[config.mk]
export PLATFORM = sky130hd
export DESIGN_NAME = print_host
export DESIGN_NICKNAME = d
export VERILOG_FILES = /design/src/rtl/print_host.sv
export SDC_FILE = /design/constraint.sdc
export NUM_CORES = 1
export LEC_CHECK = 0
export CORE_MARGIN = 2
export CORE_UTILIZATION = 25
export CTS_CLUSTER_SIZE = 24
export DETAILED_ROUTE_END_ITERATION = 10
export PLACE_DENSITY = 0.62
export SLEW_MARGIN = 20
export SYNTH_ARGS = -nofsm -noshare
export SYNTH_HDL_FRONTEND = slang
export SYNTH_SLANG_ARGS = --single-unit
export TNS_END_PERCENT = 100
[constraint.sdc]
create_clock -name clock -period 2.2 [get_ports clock]
set_input_delay 0.33 -clock clock [delete_from_list [all_inputs] [get_ports clock]]
set_output_delay 0.33 -clock clock [all_outputs]
set_load 0.05 [all_outputs]
[src/rtl/print_host.sv]
// print_host
// ----------
// Bridges a byte-wide character stream onto a simple 32-bit memory-mapped
// write port, as used by a memory-mapped print peripheral. Characters are
// buffered in a small FIFO. A three-state FSM (IDLE / ISSUE / WAIT) drains
// the FIFO one character per write transaction.
//
// Parameters
//   BASE_ADDR : byte address driven on print_addr
//   DEPTH     : character FIFO entries (power of two, >= 2)
//   TIMEOUT   : maximum WAIT cycles before giving up on print_ready
//
// Optional feature
//   PRINT_HOST_TIMEOUT_EN : when defined, WAIT is bounded by TIMEOUT cycles.
//                           An expiry sets the sticky err flag and drops the
//                           character. When undefined, WAIT lasts until
//                           print_ready, and err is tied low.
//
// Ports
//   clock, reset        : rising-edge clock, asynchronous active-high reset
//   char_valid/char_data/char_ready : character input handshake
//   print_valid         : one-cycle write strobe (registered)
//   print_instr         : always 0 (data access)
//   print_addr          : always BASE_ADDR
//   print_wdata         : {24'b0, character} (registered)
//   print_wstrb         : 4'b0001 while print_valid, else 0 (registered)
//   print_rdata         : unused read data
//   print_ready         : completion of the outstanding write
//   busy                : FIFO non-empty or FSM not idle
//   err                 : sticky timeout flag

module print_host #(
  parameter logic [31:0] BASE_ADDR = 32'h0000_0000,
  parameter int          DEPTH     = 8,
  parameter int          TIMEOUT   = 255
) (
  input  logic        clock,
  input  logic        reset,
  input  logic        char_valid,
  input  logic [7:0]  char_data,
  output logic        char_ready,
  output logic        print_valid,
  output logic        print_instr,
  output logic [31:0] print_addr,
  output logic [31:0] print_wdata,
  output logic [3:0]  print_wstrb,
  input  logic [31:0] print_rdata,
  input  logic        print_ready,
  output logic        busy,
  output logic        err
);

  localparam int          AW         = $clog2(DEPTH);
  localparam logic [AW:0] FULL_COUNT = (AW + 1)'(DEPTH);

  typedef enum logic [1:0] {
    IDLE  = 2'd0,
    ISSUE = 2'd1,
    WAIT  = 2'd2
  } state_t;

  state_t state;
  state_t next_state;

  logic [7:0]    mem [DEPTH];
  logic [AW-1:0] wr_ptr;
  logic [AW-1:0] rd_ptr;
  logic [AW:0]   count;
  logic          fifo_empty;
  logic          push;
  logic          pop;
  logic          timeout_hit;
  logic          next_valid;
  logic [3:0]    next_wstrb;

  // The read data bus carries nothing this block needs.
  logic unused_rdata;
  assign unused_rdata = ^print_rdata;

  // Full is judged from the registered count only. A pop in the same cycle
  // does not reopen the FIFO, so char_ready never depends on the FSM.
  assign fifo_empty = (count == '0);
  assign char_ready = (count != FULL_COUNT);
  assign push       = char_valid && char_ready;

  assign busy        = !fifo_empty || (state != IDLE);
  assign print_instr = 1'b0;
  assign print_addr  = BASE_ADDR;

  // Character storage. It has no reset because stale entries are
  // unreachable once the pointers and count are cleared.
  always_ff @(posedge clock) begin
    if (push) begin
      mem[wr_ptr] <= char_data;
    end
  end

  // FIFO bookkeeping. The pointers are exactly log2(DEPTH) bits wide,
  // so they wrap modulo DEPTH by themselves. A simultaneous push and pop
  // leaves the count untouched.
  always_ff @(posedge clock or posedge reset) begin
    if (reset) begin
      wr_ptr <= '0;
      rd_ptr <= '0;
      count  <= '0;
    end else begin
      if (push) begin
        wr_ptr <= wr_ptr + AW'(1);
      end
      if (pop) begin
        rd_ptr <= rd_ptr + AW'(1);
      end
      case ({push, pop})
        2'b10:   count <= count + (AW + 1)'(1);
        2'b01:   count <= count - (AW + 1)'(1);
        default: count <= count;
      endcase
    end
  end

  // FSM state register.
  always_ff @(posedge clock or posedge reset) begin
    if (reset) begin
      state <= IDLE;
    end else begin
      state <= next_state;
    end
  end

  // Next-state logic. The FIFO is popped whenever the FSM moves into ISSUE.
  // The head byte is captured into print_wdata on the same edge. Leaving
  // WAIT with the FIFO non-empty goes straight back to ISSUE, which gives
  // one character every two cycles against a peripheral that answers in
  // one cycle. print_ready is only looked at in WAIT.
  always_comb begin
    next_state = state;
    pop        = 1'b0;
    case (state)
      IDLE: begin
        if (!fifo_empty) begin
          pop        = 1'b1;
          next_state = ISSUE;
        end
      end
      ISSUE: begin
        next_state = WAIT;
      end
      WAIT: begin
        if (print_ready || timeout_hit) begin
          if (!fifo_empty) begin
            pop        = 1'b1;
            next_state = ISSUE;
          end else begin
            next_state = IDLE;
          end
        end
      end
      default: begin
        next_state = IDLE;
      end
    endcase
  end

  // Output decode. Values are computed one cycle ahead from next_state so
  // that the registered strobe lines up exactly with the ISSUE cycle.
  always_comb begin
    next_valid = (next_state == ISSUE);
    next_wstrb = next_valid ? 4'b0001 : 4'b0000;
  end

  // Registered print port. Reset clears the captured character so that a
  // dropped transaction leaves nothing visible on the bus.
  always_ff @(posedge clock or posedge reset) begin
    if (reset) begin
      print_valid <= 1'b0;
      print_wstrb <= 4'b0000;
      print_wdata <= 32'h0;
    end else begin
      print_valid <= next_valid;
      print_wstrb <= next_wstrb;
      if (pop) begin
        print_wdata <= {24'h0, mem[rd_ptr]};
      end
    end
  end

`ifdef PRINT_HOST_TIMEOUT_EN
  localparam int TW = $clog2(TIMEOUT + 1);

  logic [TW-1:0] wait_cnt;
  logic          err_q;

  // The count is the number of WAIT cycles already spent on this write.
  // It expires on the TIMEOUT-th cycle. A ready arriving in that same
  // cycle takes precedence, so the write still counts as successful.
  assign timeout_hit = (state == WAIT) && !print_ready &&
                       (wait_cnt == TW'(TIMEOUT - 1));
  assign err         = err_q;

  // WAIT cycle counter. It restarts every time the FSM enters WAIT.
  always_ff @(posedge clock or posedge reset) begin
    if (reset) begin
      wait_cnt <= '0;
    end else if ((state == WAIT) && (next_state == WAIT)) begin
      wait_cnt <= wait_cnt + TW'(1);
    end else begin
      wait_cnt <= '0;
    end
  end

  // Sticky error flag. Only reset clears it.
  always_ff @(posedge clock or posedge reset) begin
    if (reset) begin
      err_q <= 1'b0;
    end else if (timeout_hit) begin
      err_q <= 1'b1;
    end
  end
`else
  // Without the timeout, TIMEOUT has no effect on the logic.
  logic unused_cfg;
  assign unused_cfg  = (TIMEOUT == 0);
  assign timeout_hit = 1'b0;
  assign err         = 1'b0;
`endif

endmodule

==> out/metrics.yaml <==
cts:
  clockBufferDepth: 2
  cts.sinks: 85
  clk_pin_slew_ps: 60
  cts_tree: "done"
  cts.htree.levels: 3
  cts_root_buf: "clkbuf_16"
  numCtsBuffers: 9
  clk_latency_ps: 330
  cts.hold.buffers_added: 0
layout:
  diodes: 0
  instances_no_fill: 520
  layout-drive-gt1-share_pct: 22.33
  multiInputGateArea_mm2: 0.001210
  syn_to_final_growth_pct: 18.77
  design_area_mm2: 0.004656
  fillers: 1492
  seq_area_mm2: 0.002449
  nNetsFinal: 354
synthesis:
  yosysTopAreaCellShare_pct: 49.03
  synth.largest_area_cell: "edfxtp_1"
  netlist_top_cells_area: "edfxtp_1 49%, dfrtp_1 13%, buf_4 12%, mux4_2 9.2%, mux2i_1 2.3%"
  ys_seq_area_share_pct: 62.43
  synth-edff-count: 64
  syn_inst: 257
  syn_avg_cell_area_um2: 15.25
  synthFlopType: "edfxtp_1"
  synth-warning-count: 0
  ys_types: 34
  yosys_register_bits: 85
  async_flop_share_pct: 24.71
  synth.cell_area_mm2: 0.003920
sta:
  slew_headroom_pct: 64.27
  tightest_slew_ps: 534.3
  holdWs_ps: 347.7
  slew_violations: 0
  max_freq_ghz: 0.4635
  finalCritPeriodShare_pct: 98.06
  skew_ps: 4.054
  finalSetupViolations: 0
  hold_viol: 0
  period_needed_ps: 2157
power:
  fin_total_pwr_w: 0.006706
  p_comb_share_pct: 42.1
  p_leak_nw: 1.740
  p_clk_share_pct: 22.4
  power.density_mw_per_mm2: 1440
  p_switching_w: 0.002486
  share_seq_of_total_power_pct: 35.4
  p_int_w: 0.004220
  switching_share_pct: 37.07
  irDropWorstVdd_v: 0.0008143
global_routing:
  grt_max_degree: 22
  track_usage_pct: 8.759
  grt-ovfl-total: 0
  antenna_found_initial: 0
  grt_pass1_vias: 1916
  grt_pass1_wl_mm: 10.54
placement:
  dp_hpwl_mm: 4.564
  place.port_buffers: 23
  place_congestion: 0.6792
  dpl_cell_area_mm2: 0.004295
  dp.cells: 499
critical_path:
  worst_setup_path_end_kind: "register"
  cp.required_ps: 2420
  cp_slowest_cell: "or4b_4"
  path_max_fanout: 4
  rr_startpoint: "count[2]$_DFFE_PP0P_"
  crit_top_cell: "ha_4"
  worstSetupPathType: "register to register"
  crit_buf_inv: 1
  crit_family: "simple AND/OR/NAND/NOR gates"
  reg2reg_to: "count[3]$_DFFE_PP0P_"
  cp-start-kind: "register"
  path_cells: "or4b_4, nand2_4, ha_4, ha_4, inv_1, or3_1, nand4b_1, o211ai_1"
  r2r_cells: 8
  cp.arrival_ps: 2370
  critPathMaxStageDelay_ps: 590
  r2r_slack_ps: 40
routing:
  ant_nets: 0
  route.vias.total: 1986
  routed_via_density: 3.819
  totalWireLength_mm: 6.999
  drc: 0
  wl_per_cell_um: 13.46
  dr.pass1.iters: 4
  first_iter_violations: 56
job:
  drv_cap: 0
die:
  initial_utilization_pct: 25.69
  ioPinCount: 117
  core_mm2: 0.01526
  num_rows: 45
  die_x_um: 129.2
  die-area_mm2: 0.01670
  die_y_um: 129.2
hold_path:
  hold_class: "input pin to async pin"
outcome:
  status: "completed"
==> per-layer routing <==
layer,wire length (um),vias to the layer above,global-route usage [%]
li1,-,905,-
met1,3066,978,10.84
met2,3443,95,14.49
met3,406,8,2.766
met4,82,0,3.069
met5,0,-,0
==> through the flow <==
step / TNS (ps) / util [%] / worst slack (ps)
final: 0 / 30.51 / 42.71
after global placement: 0 / 28.15 / 24.31
after CTS: 0 / 30.09 / 6.338
after global routing: -1.498 / 30.51 / -1.498
after detailed placement: 0 / 28.15 / 2.007
after floorplan: 0 / - / 12.58
==> worst reg2reg max path, stage by stage (launching register included) <==
cell	delay, ps
dfrtp_2	440
or4b_4	590
nand2_4	120
ha_4	170
ha_4	140
inv_1	40
or3_1	350
nand4b_1	100
o211ai_1	80
==> power by group through the flow <==
stage                     Clock [W]  Combinational [W]  Sequential, W
after floorplan                   0            0.00188        0.00262
after global placement            0            0.00267        0.00239
after detailed placement          0            0.00274        0.00242
after CTS                   0.00155            0.00275        0.00239
after global routing        0.00160            0.00305        0.00243
final                       0.00150            0.00282        0.00238
==> Yosys cell counts, types with 2 or more instances <==
library cell	count
edfxtp_1	64
xnor2_1	3
ha_1	5
dfrtp_1	21
mux4_2	16
nand2_1	7
buf_4	62
o211ai_1	2
inv_1	7
mux2_4	2
xor2_1	2
nor2_1	16
nor3_1	6
o21ai_0	2
nand3_1	2
mux2i_1	9
buf_2	5
a21oi_1	9
nand2b_1	2
==> logic make-up after synthesis <==
logic type               Yosys count  share of synthesized area [%]
flip-flops                        85                          62.43
buffers and inverters             77                          14.08
AND/OR/NAND/NOR                   42                          5.842
multiplexers                      28                          12.54
AO/OA/AOI/OAI                     13                          1.787
adder cells (fa/ha/maj)            6                          2.107
XOR/XNOR                           5                          1.117
other                              1                        0.09566
==> timing repair <==
item	4_1_cts	5_1_grt
endpoints found under the setup margin	0	2
resized for setup	0	5
setup buffers	0	5
==> area by class of cell <==
cell class	instances	share of cell area, %
clock buffer	9	4.837
clock inverter	7	1.532
inverter	7	0.5644
multi-input combinational	155	25.99
sequential	85	52.59
tap	211	5.671
timing repair buffer	46	8.815
==> layout by cell type, fill, tap and decap left out, types with 2 or more instances in the layout <==
cell type | netlist | final
buf_4 | 62 | 24
inv_1 | 7 | 7
nand2_1 | 7 | 7
mux2_4 | 2 | 2
conb_1 | 1 | 61
clkbuf_16 | 0 | 9
mux2i_1 | 9 | 9
clkdlybuf4s50_1 | 0 | 21
nand2b_1 | 2 | 2
nor3_1 | 6 | 5
nor2_1 | 16 | 16
mux4_2 | 16 | 16
xnor2_1 | 3 | 3
ha_1 | 5 | 2
nand3_1 | 2 | 2
a21oi_1 | 9 | 8
xor2_1 | 2 | 2
o21ai_1 | 0 | 2
edfxtp_1 | 64 | 64
clkinv_1 | 0 | 2
ha_4 | 0 | 3
dfrtp_1 | 21 | 20
inv_6 | 0 | 3
o211ai_1 | 2 | 2
==> worst max-delay path by stage <==
stage	start	endpoint	slack [ps]	depth (start not counted)
final	count[2]$_DFFE_PP0P_	count[3]$_DFFE_PP0P_	40	8
after floorplan	count[2]$_DFFE_PP0P_	count[3]$_DFFE_PP0P_	10	8
after global routing	count[2]$_DFFE_PP0P_	count[3]$_DFFE_PP0P_	-1	8
after detailed placement	print_ready	count[3]$_DFFE_PP0P_	2	9
after global placement	print_ready	count[3]$_DFFE_PP0P_	20	9
after CTS	count[2]$_DFFE_PP0P_	count[2]$_DFFE_PP0P_	6	7
==> sequential cells by signal, indices dropped and copies added (netlist names) <==
signal and cells:
print_wdata 8, count 4, print_valid 1, mem 64
wr_ptr 3, state 2, rd_ptr 3
(Power assumes the default switching activity.)
